### src/rtl/pipe_pkg.sv
// Shared pipeline-control types and constants.
// Register-address width, controller state encoding and the hard-wired zero register.
package pipe_pkg;

    localparam int RA_W = 5;

    typedef enum logic {
        RUN      = 1'b0,
        MEM_WAIT = 1'b1
    } state_e;

    localparam logic [RA_W-1:0] ZERO_REG = '0;

endpackage

### src/rtl/hazard_detect.sv
// Load-use hazard comparator: flags an ID instruction that reads the register a load in EX writes.
// Purely combinational; shared with the forwarding unit.
module hazard_detect
    import pipe_pkg::*;
#(
    parameter int RA_W_P = RA_W
) (
    input  logic [RA_W_P-1:0] id_rs_i,
    input  logic [RA_W_P-1:0] id_rt_i,
    input  logic              id_uses_rt_i,
    input  logic              ex_memread_i,
    input  logic [RA_W_P-1:0] ex_rd_i,
    output logic              lu_o
);

    logic rd_live;
    logic rs_hit;
    logic rt_hit;

    // Writes to the zero register are discarded, so they never create a dependency.
    assign rd_live = (ex_rd_i != RA_W_P'(ZERO_REG));
    assign rs_hit  = (ex_rd_i == id_rs_i);
    assign rt_hit  = id_uses_rt_i & (ex_rd_i == id_rt_i);
    assign lu_o    = ex_memread_i & rd_live & (rs_hit | rt_hit);

endmodule

### src/rtl/pipe_hazard_ctrl.sv
// Pipeline sequencing: load-use bubbles, branch squash, memory-wait freeze with deferred flush.
// Outputs are combinational (0-cycle); a pending memory access freezes every stage until ack or timeout.
module pipe_hazard_ctrl
    import pipe_pkg::*;
#(
    parameter int RA_W_P  = RA_W,
    parameter int TIMEOUT = 64,
    parameter int CNT_W   = 32
) (
    input  logic              clk_i,
    input  logic              rst_i,
    input  logic [RA_W_P-1:0] id_rs_i,
    input  logic [RA_W_P-1:0] id_rt_i,
    input  logic              id_uses_rt_i,
    input  logic              ex_memread_i,
    input  logic [RA_W_P-1:0] ex_rd_i,
    input  logic              branch_taken_i,
    input  logic              dmem_req_i,
    input  logic              dmem_ack_i,
    output logic              pc_write_o,
    output logic              ifid_write_o,
    output logic              ifid_flush_o,
    output logic              idex_flush_o,
    output logic              pipe_write_o,
    output logic [CNT_W-1:0]  stall_cnt_o,
    output logic              timeout_o
);

    localparam int WC_W = (TIMEOUT > 2) ? $clog2(TIMEOUT) : 1;

    state_e            state_q, state_d;
    logic [WC_W-1:0]   wait_cnt_q, wait_cnt_d;
    logic              flush_pend_q, flush_pend_d;
    logic              timeout_q, timeout_d;
    logic [CNT_W-1:0]  stall_cnt_q;
    logic              lu;
    logic              pc_w, ifid_w, ifid_fl, idex_fl, pipe_w;

    hazard_detect #(.RA_W_P(RA_W_P)) u_hazard_detect (
        .id_rs_i      (id_rs_i),
        .id_rt_i      (id_rt_i),
        .id_uses_rt_i (id_uses_rt_i),
        .ex_memread_i (ex_memread_i),
        .ex_rd_i      (ex_rd_i),
        .lu_o         (lu)
    );

    always_comb begin
        state_d      = state_q;
        wait_cnt_d   = wait_cnt_q;
        flush_pend_d = flush_pend_q;
        timeout_d    = timeout_q;
        pc_w         = 1'b0;
        ifid_w       = 1'b0;
        ifid_fl      = 1'b0;
        idex_fl      = 1'b0;
        pipe_w       = 1'b0;
        case (state_q)
            RUN: begin
                if (dmem_req_i && !dmem_ack_i) begin
                    state_d    = MEM_WAIT;
                    wait_cnt_d = WC_W'(1);
                    if (branch_taken_i) flush_pend_d = 1'b1;
                end else if (lu) begin
                    // The branch in ID is held with it and re-evaluated next cycle.
                    idex_fl = 1'b1;
                    pipe_w  = 1'b1;
                end else begin
                    pc_w         = 1'b1;
                    ifid_w       = 1'b1;
                    pipe_w       = 1'b1;
                    ifid_fl      = branch_taken_i | flush_pend_q;
                    flush_pend_d = 1'b0;
                end
            end
            MEM_WAIT: begin
                if (dmem_ack_i) begin
                    pc_w         = 1'b1;
                    ifid_w       = 1'b1;
                    pipe_w       = 1'b1;
                    ifid_fl      = flush_pend_q | branch_taken_i;
                    flush_pend_d = 1'b0;
                    state_d      = RUN;
                end else begin
                    wait_cnt_d = wait_cnt_q + WC_W'(1);
                    if (branch_taken_i) flush_pend_d = 1'b1;
                    // Abandon the access; any deferred flush survives into RUN.
                    if (wait_cnt_q == WC_W'(TIMEOUT - 1)) begin
                        timeout_d = 1'b1;
                        state_d   = RUN;
                    end
                end
            end
            default: state_d = RUN;
        endcase
    end

    assign pc_write_o   = rst_i & pc_w;
    assign ifid_write_o = rst_i & ifid_w;
    assign ifid_flush_o = rst_i & ifid_fl;
    assign idex_flush_o = rst_i & idex_fl;
    assign pipe_write_o = rst_i & pipe_w;
    assign stall_cnt_o  = stall_cnt_q;
    assign timeout_o    = timeout_q;

    always_ff @(posedge clk_i or negedge rst_i) begin
        if (!rst_i) begin
            state_q      <= RUN;
            wait_cnt_q   <= '0;
            flush_pend_q <= 1'b0;
            timeout_q    <= 1'b0;
            stall_cnt_q  <= '0;
        end else begin
            state_q      <= state_d;
            wait_cnt_q   <= wait_cnt_d;
            flush_pend_q <= flush_pend_d;
            timeout_q    <= timeout_d;
            if (!pc_w && (stall_cnt_q != {CNT_W{1'b1}})) begin
                stall_cnt_q <= stall_cnt_q + CNT_W'(1);
            end
        end
    end

endmodule
### config.mk
export PLATFORM = sky130hd
export DESIGN_NAME = pipe_hazard_ctrl
export DESIGN_NICKNAME = d
export VERILOG_FILES = /design/src/rtl/pipe_pkg.sv /design/src/rtl/hazard_detect.sv /design/src/rtl/pipe_hazard_ctrl.sv
export SDC_FILE = /design/constraint.sdc
export NUM_CORES = 1
export LEC_CHECK = 0
export ABC_AREA = 1
export CORE_AREA = 4 4 77 79
export CTS_CLUSTER_SIZE = 20
export DETAILED_ROUTE_END_ITERATION = 12
export DIE_AREA = 0 0 81 83
export PLACE_DENSITY = 0.84
export SYNTH_ARGS = -nofsm -noshare
export SYNTH_HDL_FRONTEND = slang
export SYNTH_SLANG_ARGS = --single-unit
### constraint.sdc
create_clock -name clk_i -period 3.6 [get_ports clk_i]
set_clock_uncertainty 0.2 [all_clocks]
set_input_delay 0.54 -clock clk_i [delete_from_list [all_inputs] [get_ports clk_i]]
set_output_delay 0.54 -clock clk_i [all_outputs]
set_load 0.02 [all_outputs]
Yosys cells after proc, flatten, opt, wreduce, memory -nomap -nowiden
Index checks and enable logic that the tools add are counted.
{"block": "totals", "register_bits": 41, "input_bits": 22, "elab_cells": 57, "output_inout_bits": 38}
{"block": "op_classes", "reduce_logical": 7, "bitwise": 11, "add_sub_neg": 2, "eq_ne": 7, "n_mux": 25}
{"cell": "$add 32x1->32 const B", "count": 1}
{"cell": "$ne 32x32->1 const B", "count": 1}
{"cell": "$mux 1", "count": 17}
{"cell": "$mux 6", "count": 2}
{"cell": "$pmux 6 s2", "count": 1}
{"cell": "$eq 5x5->1", "count": 2}
{"cell": "$pmux 1 s2", "count": 5}
{"cell": "$and 1x1->1", "count": 7}
{"cell": "$add 6x1->6 const B", "count": 1}
{"cell": "$eq 6x6->1 const B", "count": 1}
{"cell": "$reduce_bool 5->1", "count": 1}
{"cell": "$ne 2x2->1 const B", "count": 2}
{"cell": "$ne 3x3->1 const B", "count": 1}
{"cell": "$reduce_and 3->1", "count": 1}
{"cell": "$logic_and 1x1->1", "count": 2}
{"cell": "$logic_not 1->1", "count": 2}
{"cell": "$not 1->1", "count": 2}
{"cell": "$or 1x1->1", "count": 2}
{"cell": "$reduce_and 2->1", "count": 1}

Longest topological paths before layout
Gate-level depths: netlist of run 1.
{"block": "logic_depth", "depth_word": 9, "ltp_mapped": 12, "depth_no_buf": 11}

Hierarchy
From an unflattened synthesis of run 1, not the netlist that was laid out.
{"block": "hier_totals", "cells_unflattened": 453, "area_unflattened_um2": 2830.2}
{"module": "pipe_hazard_ctrl", "seq_area_each_um2": 1026.0, "cells_each": 401, "area_each_um2": 2623.8, "n_inst": 1}
{"module": "hazard_detect", "seq_area_each_um2": 0.0, "cells_each": 52, "area_each_um2": 206.4, "n_inst": 1}

Least setup slack after synthesis of run 1
No wires, ideal clock.
{"block": "synth_timing", "kind": "input to output", "from": "input dmem_ack_i", "to": "output pc_write_o", "stages": 6, "n_path_buf": 2, "arrival_ns": 1.788, "setup_slack_ns": 1.072, "t_required_ns": 2.860, "cell_sequence": "nor2_1 -> nor2_1 -> nand2_2 -> buf_2 -> nor2_1 -> buf_4"}
{"block": "synth_via", "elab_chain_cells": 5, "word_cells_on_any_way": 6, "classes_between": "mux (3); bitwise (1); reduce/logical (2)"}
{"item": "start: declaration", "line_no": "pipe_hazard_ctrl.sv:19", "rtl": "input logic dmem_ack_i,"}
{"item": "$logic_not 1->1", "line_no": "pipe_hazard_ctrl.sv:60", "rtl": "if (dmem_req_i && !dmem_ack_i) begin"}
{"item": "$logic_and 1x1->1", "line_no": "pipe_hazard_ctrl.sv:60"}
{"item": "$mux 1"}
{"item": "$pmux 1 s2 (*)"}
{"item": "$and 1x1->1 (*)"}
{"item": "end: declaration", "line_no": "pipe_hazard_ctrl.sv:20", "rtl": "output logic pc_write_o,"}
Every way passes the cells marked *; elsewhere a longest branch is shown, timed or not.

Worst setup path after layout of run 1
{"block": "layout_timing", "from": "input ex_rd_i[1]", "to": "output idex_flush_o"}
{"block": "layout_via", "elab_chain_cells": 8, "word_cells_on_any_way": 11, "classes_between": "eq/ne (2); mux (3); bitwise (5); reduce/logical (1)"}
{"item": "start: declaration", "line_no": "pipe_hazard_ctrl.sv:16", "rtl": "input logic [RA_W_P-1:0] ex_rd_i,"}
{"item": "$eq 5x5->1", "line_no": "hazard_detect.sv:23", "rtl": "assign rt_hit = id_uses_rt_i & (ex_rd_i == id_rt_i);"}
{"item": "$and 1x1->1", "line_no": "hazard_detect.sv:23"}
{"item": "$or 1x1->1", "line_no": "hazard_detect.sv:24", "rtl": "assign lu_o = ex_memread_i & rd_live & (rs_hit | rt_hit);"}
{"item": "$and 1x1->1 (*)", "line_no": "hazard_detect.sv:24"}
{"item": "$mux 1 (*)", "line_no": "pipe_hazard_ctrl.sv:64", "rtl": "end else if (lu) begin"}
{"item": "$mux 1 (*)", "line_no": "pipe_hazard_ctrl.sv:60"}
{"item": "$mux 1 (*)", "line_no": "pipe_hazard_ctrl.sv:58", "rtl": "case (state_q)"}
{"item": "$and 1x1->1 (*)", "line_no": "pipe_hazard_ctrl.sv:101", "rtl": "assign idex_flush_o = rst_i & idex_fl;"}
{"item": "end: declaration", "line_no": "pipe_hazard_ctrl.sv:23", "rtl": "output logic idex_flush_o,"}
Marks and branches as above.

==> metrics.md, run 1 <==
| Metric | Value |
|---|---|
| First-pass detailed-route iteration total | 5 |
| M1 GR Usage | 0.314 |
| Final nets | 526 |
| Flop2flop setup slack | 1.04 ns |
| Number of port buffers | 59 |
| Util after Layout | 0.673 |
| Number of global-route vias before repair | 2908 |
| Register area share after synthesis | 0.360 |
| Cell taking the most area after synthesis | dfrtp_1 |
| Storage element area | 1030 sq um |
| CTS Buf Count | 5 |
| Logic pwr share | 0.225 |
| H-tree lvl count | 2 |
| Status | completed |
| Critical path capture point type | output port |
| Via count | 3044 |
| WL final | 7670 um |
| Max_slew headroom | 0.599 |
| Most frequent cell after synthesis | nand2_1 |
| Mapped Area | 2850 sq um |
| Crit path time final | 3.22 ns |
| P_int | 0.816 mW |
| 1st-iter DRT viols | 238 |
| CP startpoint kind | primary input |
| Die height | 83 um |
| Area of the multi-input gates | 1610 sq um |
| Fin Setup TNS | 0 ns |
| DRC Markers | 0 |
| DP HPWL | 5640 um |
| Resized cells post-CTS | 0 |
| PwrDens | 330 nW/um^2 |
| Post-CTS Setup Repair Bufs | 0 |
| Global-route wire length before repair | 13200 um |
| Seq cells post-synth | 41 |
| Die area | 6720 sq um |
| Pre-CTS setup slack | 0.386 ns |
| GP Congestion | 0.905 |
| Clock root cell | clkbuf_8 |
| Drt wl/cell | 13.3 um |
| Synth Area per Inst | 6.43 sq um |
| Final hold vios | 0 |
| Largest net degree at the start of global routing | 42 |
| CP required | 2.86 ns |
| Synth Flop Type | dfrtp_1 |
| GR Util All Layers | 0.240 |
| Pwr Total | 1.19 mW |
| Post-Synthesis Cells | 443 |
| Hold-fix buffers, CTS | 0 |
| Worst-path clk slew | 0.08 ns |
| Initial core utilization | 0.534 |
| Filler cells | 502 |
| Peak supply drop | 0.000310 V |
| Leakage power | 1.68 nW |
| Final ANT Viol Nets | 0 |
| M2 GR Usage | 0.396 |
| Maximum buffer depth of the clock tree | 2 |
| EDFF count, synth | 0 |
| Avg Vias per Cell | 5.29 |
| Max Fanout on Critical Path | 4 |
| Clk network pwr share | 0.320 |
| P&R area growth vs syn | 26.0% |
| Worst Hold Class | primary input to asynchronous set/reset pin |
| RSZ-0062 raised after global routing | false |
| Skew-Pair Late Insertion Delay | 0.30 ns |
| Critical path arrival | 2.48 ns |
| # IOs | 60 |
| Synthesis warning total | 0 |
| Routing usage on met3 | 0.0564 |
| Synth cell count leaders | nand2_1, nor2_1, nand3_1 |
| Share of cells above drive strength 1 | 0.0437 |
| Std cell rows | 27 |
| TritonCTS clock tree | yes |
| Final worst slack | 0.382 ns |
| Highest clock rate | 311 MHz |
| Crit Path Class | primary input to output port |
| Flop pwr share | 0.455 |
| Area contributors post-synth | dfrtp_1, nand2_1, nor2_1 |
| Net Count, Synth | 467 |
| Post-synth ARST share | 1.00 |
| Initial antenna violation count | 0 |
| Final period util | 0.894 |
| Max-Cap Viols | 0 |
| Synth top area share | 0.360 |
| Grt total ovfl | 0 |
| Unique masters post-synth | 25 |
| Worst slew pin tran | 0.599 ns |
| Gr busiest metal | met2 |
| Switch share | 0.312 |
| Final setup fails | 0 |
| Slew Viols, Final | 0 |
| Die width | 81 um |
| Core Region | 5340 sq um |
| NetSw | 0.371 mW |
| N_diodes | 0 |
| Clock Sinks | 41 |
==> worst max-delay path, cell delays in order <==
cell and delay (ns):
clkdlybuf4s50_1 0.53, inv_1 0.08, nand2_1 0.07, nand2_1 0.06, nor2_1 0.09, nand3_1 0.09
nand2_1 0.10, nand2_1 0.09, nor3_1 0.19, clkdlybuf4s50_1 0.65
==> cell type report <==
cell class                 instances  area share
clock buffer                       5      0.0192
clock inverter                     3      0.0129
inverter                          38      0.0397
multi-input combinational        354       0.448
sequential                        41       0.286
tap                               72      0.0251
timing repair buffer              62       0.169
==> state kept, by name, summed over array words and instances, names as in the netlist <==
signal	cells
stall_cnt_o	32
wait_cnt_q	6
flush_pend_q	1
state_q	1
timeout_o	1
==> through the flow <==
stage	hold WS (ns)	cell area [sq um]	cells
3_3_place_gp	0.259	3480	567
6_report	0.151	3590	575
2_1_floorplan	0.0444	2850	443
4_1_cts	0.171	3590	575
3_5_place_dp	0.255	3480	567
5_1_grt	0.191	3590	575
==> routing by layer <==
layer | share of wire | routed length, um
met5 | 0 | 0
met1 | 0.42 | 3260
met2 | 0.47 | 3640
met4 | 0.0090 | 69
met3 | 0.091 | 699
==> path summary, 6_finish.rpt <==
| kind | cells past startpoint | from | endpoint |
|---|---|---|---|
| max | 10 | ex_rd_i[1] | idex_flush_o |
| min | 2 | rst_i | stall_cnt_o[26] |
| max reg2reg | 8 | state_q | stall_cnt_o[5] |
| min reg2reg | 1 | timeout_o | timeout_o |
| max in group asynchronous | 2 | rst_i | stall_cnt_o[9] |
| min in group clk_i | 1 | timeout_o | timeout_o |
==> power by group through the flow <==
| stage | combinational [mW] | clock, mW | sequential [mW] |
|---|---|---|---|
| after floorplan | 0.134 | 0 | 0.566 |
| after global placement | 0.260 | 0 | 0.546 |
| after detailed placement | 0.267 | 0 | 0.548 |
| after CTS | 0.270 | 0.389 | 0.539 |
| after global routing | 0.298 | 0.411 | 0.546 |
| final | 0.267 | 0.380 | 0.539 |
==> placed cells by master (no fill, tap or decap), types with 9 or more instances in the layout <==
cell	Yosys	routed
clkdlybuf4s50_1	0	58
dfrtp_1	41	41
inv_1	37	37
nand2_1	183	183
nand3_1	46	46
nand3b_1	9	9
nor2_1	62	62
nor3_1	9	9
xor2_1	10	10
==> cell families after synthesis <==
family | after synthesis | synth area share
AOI/OAI and AO/OA | 11 | 0.0224
DFF | 41 | 0.360
adders and majority gates | 2 | 0.00878
buffers and inverters | 48 | 0.0751
xor gates and xnor gates | 17 | 0.0522
and+or+nand+nor | 324 | 0.482
(Power assumes the default switching activity.)
==> run 2: changes to the inputs <==
--- a/config.mk
+++ b/config.mk
@@ -6,11 +6,11 @@
 export NUM_CORES = 1
 export LEC_CHECK = 0
 export ABC_AREA = 1
-export CORE_AREA = 4 4 77 79
-export CTS_CLUSTER_SIZE = 20
+export CORE_AREA = 4 4 81 83
+export CTS_CLUSTER_SIZE = 16
 export DETAILED_ROUTE_END_ITERATION = 12
-export DIE_AREA = 0 0 81 83
-export PLACE_DENSITY = 0.84
+export DIE_AREA = 0 0 85 87
+export PLACE_DENSITY = 0.77
 export SYNTH_ARGS = -nofsm -noshare
 export SYNTH_HDL_FRONTEND = slang
 export SYNTH_SLANG_ARGS = --single-unit
==> run 2 against run 1 <==
Routed wire length is 1.4% lower. Sequential power hardly changed. Critical path type unchanged. Fmax is 1.5% higher. Design area is 0.59% lower. Non-clock buffer count stayed put. Sequential cell count stayed put. Final cell count is 0.52% higher. Combinational power hardly changed. Via count is 1.2% lower. Core utilization is 6.3 points lower. First-iteration DRC count is 11% lower. Critical endpoint is now ifid_write_o. Largest cell class unchanged. Highest routed layer unchanged.
==> metrics.md, run 2 (synthesis gave the netlist of run 1 again) <==
| Metric | Value |
|---|---|
| Status | completed |
| Clock Sinks | 41 (unchanged) |
| GR Util All Layers | 0.220 (-0.0199) |
| Largest net degree at the start of global routing | 42 (unchanged) |
| Leakage power | 1.67 nW (-0.59%) |
| 1st-iter DRT viols | 211 (-11%) |
| Clock root cell | clkbuf_8 |
| Global-route wire length before repair | 13400 um (+1.2%) |
| M1 GR Usage | 0.296 (-0.0181) |
| Final period util | 0.881 (-0.0134) |
| Most frequent cells in the layout | nand2_1, nor2_1, clkdlybuf4s50_1 |
| Resized cells post-CTS | 0 (unchanged) |
| Share of cells above drive strength 1 | 0.0437 (unchanged) |
| Crit Path Class | primary input to output port |
| Number of global-route vias before repair | 2927 (+0.65%) |
| Core Region | 5850 sq um (+9.6%) |
| Drt wl/cell | 13.1 um (-1.9%) |
| CP startpoint kind | primary input |
| DP Area | 3480 sq um (+0.11%) |
| Via count | 3007 (-1.2%) |
| Max reg flops | 32 (unchanged) |
| Worst reg2reg startpoint | state_q |
| WHS | 0.139 ns (-0.0126 ns) |
| Final hold vios | 0 (unchanged) |
| Grt total ovfl | 0 (unchanged) |
| Final setup fails | 0 (unchanged) |
| Routing usage on met3 | 0.0435 (-0.0129) |
| Fin Setup TNS | 0 ns (unchanged) |
| Finished Layout Cells | 578 (+0.52%) |
| Slew Viols, Final | 0 (unchanged) |
| N_diodes | 0 (unchanged) |
| Post-CTS Setup Repair Bufs | 0 (unchanged) |
| Skew-Pair Late Insertion Delay | 0.30 ns (about the same) |
| Pwr Total | 1.12 mW (-5.9%) |
| Die area | 7400 sq um (+10%) |
| PwrDens | 313 nW/um^2 (-5.4%) |
| DRC Markers | 0 (unchanged) |
| Avg Vias per Cell | 5.20 (-1.7%) |
| M2 GR Usage | 0.355 (-0.0406) |
| Maximum buffer depth of the clock tree | 2 (unchanged) |
| Most common cell after layout, fill and taps aside | nand2_1 |
| Final ANT Viol Nets | 0 (unchanged) |
| Gr busiest metal | met2 |
| Worst slew pin tran | 0.627 ns (+0.0284 ns) |
| Placed cell count | 570 (+0.53%) |
| RSZ-0062 raised after global routing | false |
| DP HPWL | 5580 um (-1.2%) |
| Critical path capture point type | output port |
| Number of port buffers | 59 (unchanged) |
| Crit path time final | 3.17 ns (-0.0484 ns) |
| # IOs | 60 (unchanged) |
| CTS Buf Count | 5 (unchanged) |
| TritonCTS clock tree | yes |
| Worst setup path start | dmem_ack_i |
| Final Cell Area | 3570 sq um (-0.59%) |
| Max Fanout on Critical Path | 8 (+4) |
| Hold-fix buffers, CTS | 0 (unchanged) |
| Worst-path clk slew | 0.09 ns (about the same) |
| Die height | 87 um (+4.8%) |
| P&R area growth vs syn | 25.3% |
| Initial core utilization | 0.487 (-0.0468) |
| Max_slew headroom | 0.580 (-0.0190) |
| Final nets | 526 (unchanged) |
| Max-Cap Viols | 0 (unchanged) |
| Critical path arrival | 2.43 ns (-0.05 ns) |
| Peak supply drop | 0.000279 V (-10%) |
| Worst Hold Class | primary input to asynchronous set/reset pin |
| CP required | 2.86 ns (about the same) |
| Initial antenna violation count | 0 (unchanged) |
| Highest clock rate | 315 MHz (+1.5%) |
| H-tree lvl count | 2 (unchanged) |
| WL final | 7560 um (-1.4%) |
| First-pass detailed-route iteration total | 5 (unchanged) |
| Die width | 85 um (+4.9%) |
| Std cell rows | 28 (+3.7%) |
| GP Congestion | 0.963 (+6.4%) |
==> run 2: changes by cell type in the layout (fill, tap and decap cells not counted) <==
cell / delta
clkinv_2: +1
inv_6: +1
clkinv_4: -1
bufinv_16: -1
==> run 2: worst max-delay path, cell delays in order <==
cell and delay, ns:
clkdlybuf4s50_1 0.47, nor2_1 0.12, nor2_1 0.38, nand2_2 0.13
nor2_1 0.15, clkdlybuf4s50_1 0.63
==> run 2: layer usage <==
metal	up-vias	wire [um]
met4	0	126
li1	1512	-
met2	111	3410
met3	15	479
met1	1369	3550
met5	-	0
==> run 2: power by group <==
group	switching, mW	total, mW	internal (mW)
Combinational	0.151	0.266	0.115
Sequential	0.0458	0.539	0.494
Clock	0.174	0.311	0.138
==> run 2: path summary, 6_finish.rpt <==
check | endpoint | slack (ns) | cells after the start
setup / recovery | ifid_write_o | 0.43 | 6
setup reg to reg | stall_cnt_o[3] | 1.08 | 8
max in group asynchronous | stall_cnt_o[15] | 2.69 | 2
min in group clk_i | timeout_o | 0.28 | 1
hold reg to reg | timeout_o | 0.28 | 1
hold / removal | stall_cnt_o[2] | 0.14 | 2
==> run 2: through the flow <==
step	worst slack [ns]	util
after CTS	0.421	0.610
final	0.430	0.610
after floorplan	1.07	-
after global placement	0.478	0.595
after global routing	0.276	0.610
after detailed placement	0.431	0.595
==> run 2: final cells by class <==
type                    instances  area (sq um)
clock buffers                   5          68.8
clock inverters                 3          21.3
fillers                       568          2280
inverters                      38           143
multi-input cells             354          1610
flip-flops and latches         41          1030
well taps                      75          93.8
repair buffers                 62           608
==> edit 1: new RTL, config.mk and constraints of run 2 <==
The package constant `RA_W` goes from 5 to 10.
--- a/src/rtl/pipe_pkg.sv
+++ b/src/rtl/pipe_pkg.sv
@@ -2,7 +2,7 @@
 // Register-address width, controller state encoding and the hard-wired zero register.
 package pipe_pkg;
 
-    localparam int RA_W = 5;
+    localparam int RA_W = 10;
 
     typedef enum logic {
         RUN      = 1'b0,
Interface: changed (resized ex_rd_i, id_rs_i and id_rt_i); port bits go from 60 to 75. No check against the original RTL was run, so the function may have changed too.
==> edit 1 against run 2 <==
Cell area grew 10%; synthesized area rose by 6.3%; sequential cell count is the same; power grew 8.8%; first-iteration DRC count fell by 32%; setup slack worse by 27 ps; sequential power is 0.9% higher; wire length is 7.9% higher; largest cell class unchanged.
==> edit 1: results (changes against run 2) <==
- Finished Core Util: 0.6722 (+0.06181)
- Setup WS pre-CTS: 403.2 ps (-27.79 ps)
- P_leak: 1.827 nW (+9.7%)
- Reg2reg end: stall_cnt_o[31]$_DFFE_PN0P_
- Nets@finish: 580 (+10%)
- Comb_multi_in: 355 (+0.28%)
- Global-route wire length before repair: 14480 um (+8.0%)
- Share of post-route cells with drive strength above 1: 0.06089 (+0.01715)
- Dominant cells by area after synthesis: dfrtp_1 (34%), nand2_1 (21%), nand3_1 (7.9%), inv_1 (7.1%), nor2_1 (5.9%)
- Initial DRC count: 143 (-32%)
- Signal buf overhead: 0.1928 (+0.02252)
- Largest net degree at the start of global routing: 44 (+4.8%)
- Max-slew headroom: 0.6358 (+0.05527)
- Int Power: 0.8350 mW (+12%)
- R2r setup slk: 1020 ps (-60 ps)
- Sequential share of the synthesized area: 0.3387 (-0.02126)
- Non-clk invs: 61 (+61%)
- Critical path origin: ex_rd_i[6]
- GR Util met2: 0.4301 (+0.07486)
- Xor-xnor portion of the synthesized cell area: 0.07228 (+0.02005)
- CP Data Arrival Time: 2460 ps (+30 ps)
- Metal-1 WL: 3546 um (about the same)
- Vias/cell: 5.107 (-1.8%)
- Met2 routed WL: 4114 um (+21%)
- Status: finished clean
- Worst Hold Slack: 111.3 ps (-27.61 ps)
- Worst vdd ir: 0.0003125 V (+12%)
- Seq area share: 0.2609 (-0.02642)
- Non-clock buffers: 77 (+24%)
- Post-DP HPWL: 6173 um (+11%)
- GR Util met3: 0.03217 (-0.01135)
- Post-CTS Setup Repair Bufs: 0 (unchanged)
- CP Capture Point: ifid_flush_o
- Number of library cell types mapped by synthesis: 28 (+12%)
- CTS resizes: 0 (unchanged)
- Fillcell total: 538 (-5.3%)
- Routed WL: 8162 um (+7.9%)
- Crit share post-route: 0.8881 (+0.007509)
- Footprint of the multi-input gates: 1713 um^2 (+6.4%)
- Via count: 3151 (+4.8%)
- Synth Area in Compound Gates: 0.03139 (+0.009004)
- Syn nets: 505 (+8.1%)
- # port buffers: 74 (+25%)
- RePlAce Congestion: 0.8964 (-6.9%)
- Clk tree area frac: 0.02864 (+0.003407)
- Synthesized area per cell: 6.500 um^2 (+1.0%)
- Adder-cell share of the synthesized area: 0.008261 (-0.0005186)
[edit 1: cell types whose count changed after synthesis, sizes merged, moves of 3 or more]
| cell | before | now |
|---|---|---|
| inv | 38 | 61 |
| nor2 | 65 | 51 |
| nand2 | 185 | 175 |
| nor3 | 10 | 19 |
| nand3b | 9 | 2 |
| nand3 | 48 | 53 |
| xnor2 | 7 | 12 |
| nand4 | 7 | 10 |
| o21ai | 6 | 9 |
| xor2 | 10 | 13 |
[edit 1: power by group through the flow]
| stage | combinational (mW) | clock (mW) | sequential (mW) |
|---|---|---|---|
| 6_report | 0.286 | 0.385 | 0.544 |
| 5_1_grt | 0.326 | 0.411 | 0.552 |
| 4_1_cts | 0.289 | 0.391 | 0.544 |
| 3_5_place_dp | 0.287 | 0 | 0.552 |
| 3_3_place_gp | 0.280 | 0 | 0.549 |
| 2_1_floorplan | 0.132 | 0 | 0.570 |
==> edit 2: new RTL, flow settings as in run 2 <==
Without the edit above. Reset style: synchronous (`rst_i`), changed in one clocked block.
--- a/src/rtl/pipe_hazard_ctrl.sv
+++ b/src/rtl/pipe_hazard_ctrl.sv
@@ -103,7 +103,7 @@
     assign stall_cnt_o  = stall_cnt_q;
     assign timeout_o    = timeout_q;
 
-    always_ff @(posedge clk_i or negedge rst_i) begin
+    always_ff @(posedge clk_i) begin
         if (!rst_i) begin
             state_q      <= RUN;
             wait_cnt_q   <= '0;
Behaviour: differs if rst_i is asserted again (counterexample within 4 cycles, from zero or initial values and one cycle with rst_i low); with rst_i held inactive, the same outputs for 10 cycles.
==> edit 2 against run 2 <==
Hold slack improved by 130 ps; wire length is 4.4% lower; setup slack better by 45 ps; critical path type unchanged; synthesized cell count up 2.7%; highest routed layer unchanged; first-iteration DRC count fell by 40%; critical endpoint is now pipe_write_o; cell area grew 0.28%; maximum frequency increased by 1.4%; sequential cell count did not move; synthesized area shrank 1.0%; count of clock-buffer cells in the layout is the same; register-to-register slack is essentially flat.
Power is not compared: it rests on default switching activity, and its combinational part moved more than twofold at a synthesized area within 25%.
==> edit 2: results (changes against run 2) <==
- Reg2reg end: stall_cnt_o[27]$_SDFFE_PN0P_
- Non-clk invs: 40 (+5.3%)
- Worst-path fanout max: 9 (+1)
- Nets@finish: 534 (+1.5%)
- Syn nets: 479 (+2.6%)
- Metal-1 WL: 3523 um (-0.73%)
- Vias in the first global route: 2911 (-0.55%)
- Post-DP HPWL: 5586 um (+0.12%)
- RePlAce Congestion: 0.9407 (-2.3%)
- Initial DRC count: 127 (-40%)
- Comb_multi_in: 359 (+1.4%)
- Met3 WL post-DR: 386 um (-19%)
- Most used DFF post-synth: dfxtp_1
- CP delay by family, top: buffers and inverters
- Global-route wire length before repair: 12800 um (-4.5%)
- Htree depth: 2 (unchanged)
- WL/cell: 12.34 um (-5.7%)
- Path depth of the worst reg2reg path: 9 (+1)
- Largest net degree at the start of global routing: 37 (-12%)
- DRT Pass-1 Iters: 4 (-1)
- GRT Overall Usage: 0.2072 (-0.01325)
- Grt met1 use: 0.2850 (-0.01093)
- Synth async-reset ratio: 0 (-1.000)
- Clk tree area frac: 0.03739 (+0.01216)
- Max-slew headroom: 0.5796 (-0.0008470)
- Hold Crit Class: register to register
- Status: finished clean
- Non-clock buffers: 63 (+1.6%)
- CP Data Arrival Time: 2380 ps (-50 ps)
- Signal buf overhead: 0.1733 (+0.003018)
- Synth cell count leaders: nand2_1 (150), nor2_1 (64), dfxtp_1 (41)
- Seq area share: 0.2292 (-0.05810)
- Setup WS pre-CTS: 440.7 ps (+9.678 ps)
- Number of library cell types mapped by synthesis: 30 (+20%)
- Critical R2R Launch: stall_cnt_o[0]$_SDFFE_PN0P_
- Fraction of area in multi-input gates: 0.4920 (+0.04102)
- Vias/cell: 5.094 (-2.1%)
- Share of post-route cells with drive strength above 1: 0.08219 (+0.03845)
- Worst hold path depth: 1
- CP Capture Point: pipe_write_o
- Clock Sink Count: 41 (unchanged)
edit 2: cell types whose count changed in the layout (fill, tap and decap cells not counted), sizes merged, moves of 4 or more:
cell / change
a21oi: +32
dfrtp: -41
dfxtp: +41
nand2: -23
nand3: -7
nor2: +4
nor3: -4
edit 2: per-stage QoR:
| step | util | power (mW) | instances | instance area [um^2] |
|---|---|---|---|---|
| 2_1_floorplan | - | 0.5432 | 455 | 2821 |
| 6_report | 0.6121 | 1.012 | 586 | 3581 |
| 3_5_place_dp | 0.5892 | 0.5860 | 578 | 3447 |
| 5_1_grt | 0.6121 | 1.049 | 586 | 3581 |
| 4_1_cts | 0.6121 | 1.020 | 586 | 3581 |
| 3_3_place_gp | 0.5892 | 0.5836 | 578 | 3447 |
edit 2: worst min-delay path by stage:
stage                                          from                         to  slack (ps)
final                        timeout_o$_SDFFE_PN0P_     timeout_o$_SDFFE_PN0P_         270
after global routing         timeout_o$_SDFFE_PN0P_     timeout_o$_SDFFE_PN0P_         310
after CTS                    timeout_o$_SDFFE_PN0P_     timeout_o$_SDFFE_PN0P_         270
after detailed placement     timeout_o$_SDFFE_PN0P_     timeout_o$_SDFFE_PN0P_         250
after global placement    flush_pend_q$_SDFFE_PN0P_  flush_pend_q$_SDFFE_PN0P_         240
after floorplan           flush_pend_q$_SDFFE_PN0P_  flush_pend_q$_SDFFE_PN0P_         230
edit 2: kinds of logic (layout without fill, tap and decap cells):
group | count (synthesis) | in the layout | share of synthesized area
xor gates and xnor gates | 16 | 16 | 0.04967
and+or+nand+nor | 297 | 297 | 0.4665
DFF | 41 | 41 | 0.2909
buffers and inverters | 55 | 111 | 0.08469
adders and majority gates | 2 | 2 | 0.008868
AOI/OAI and AO/OA | 44 | 44 | 0.09934
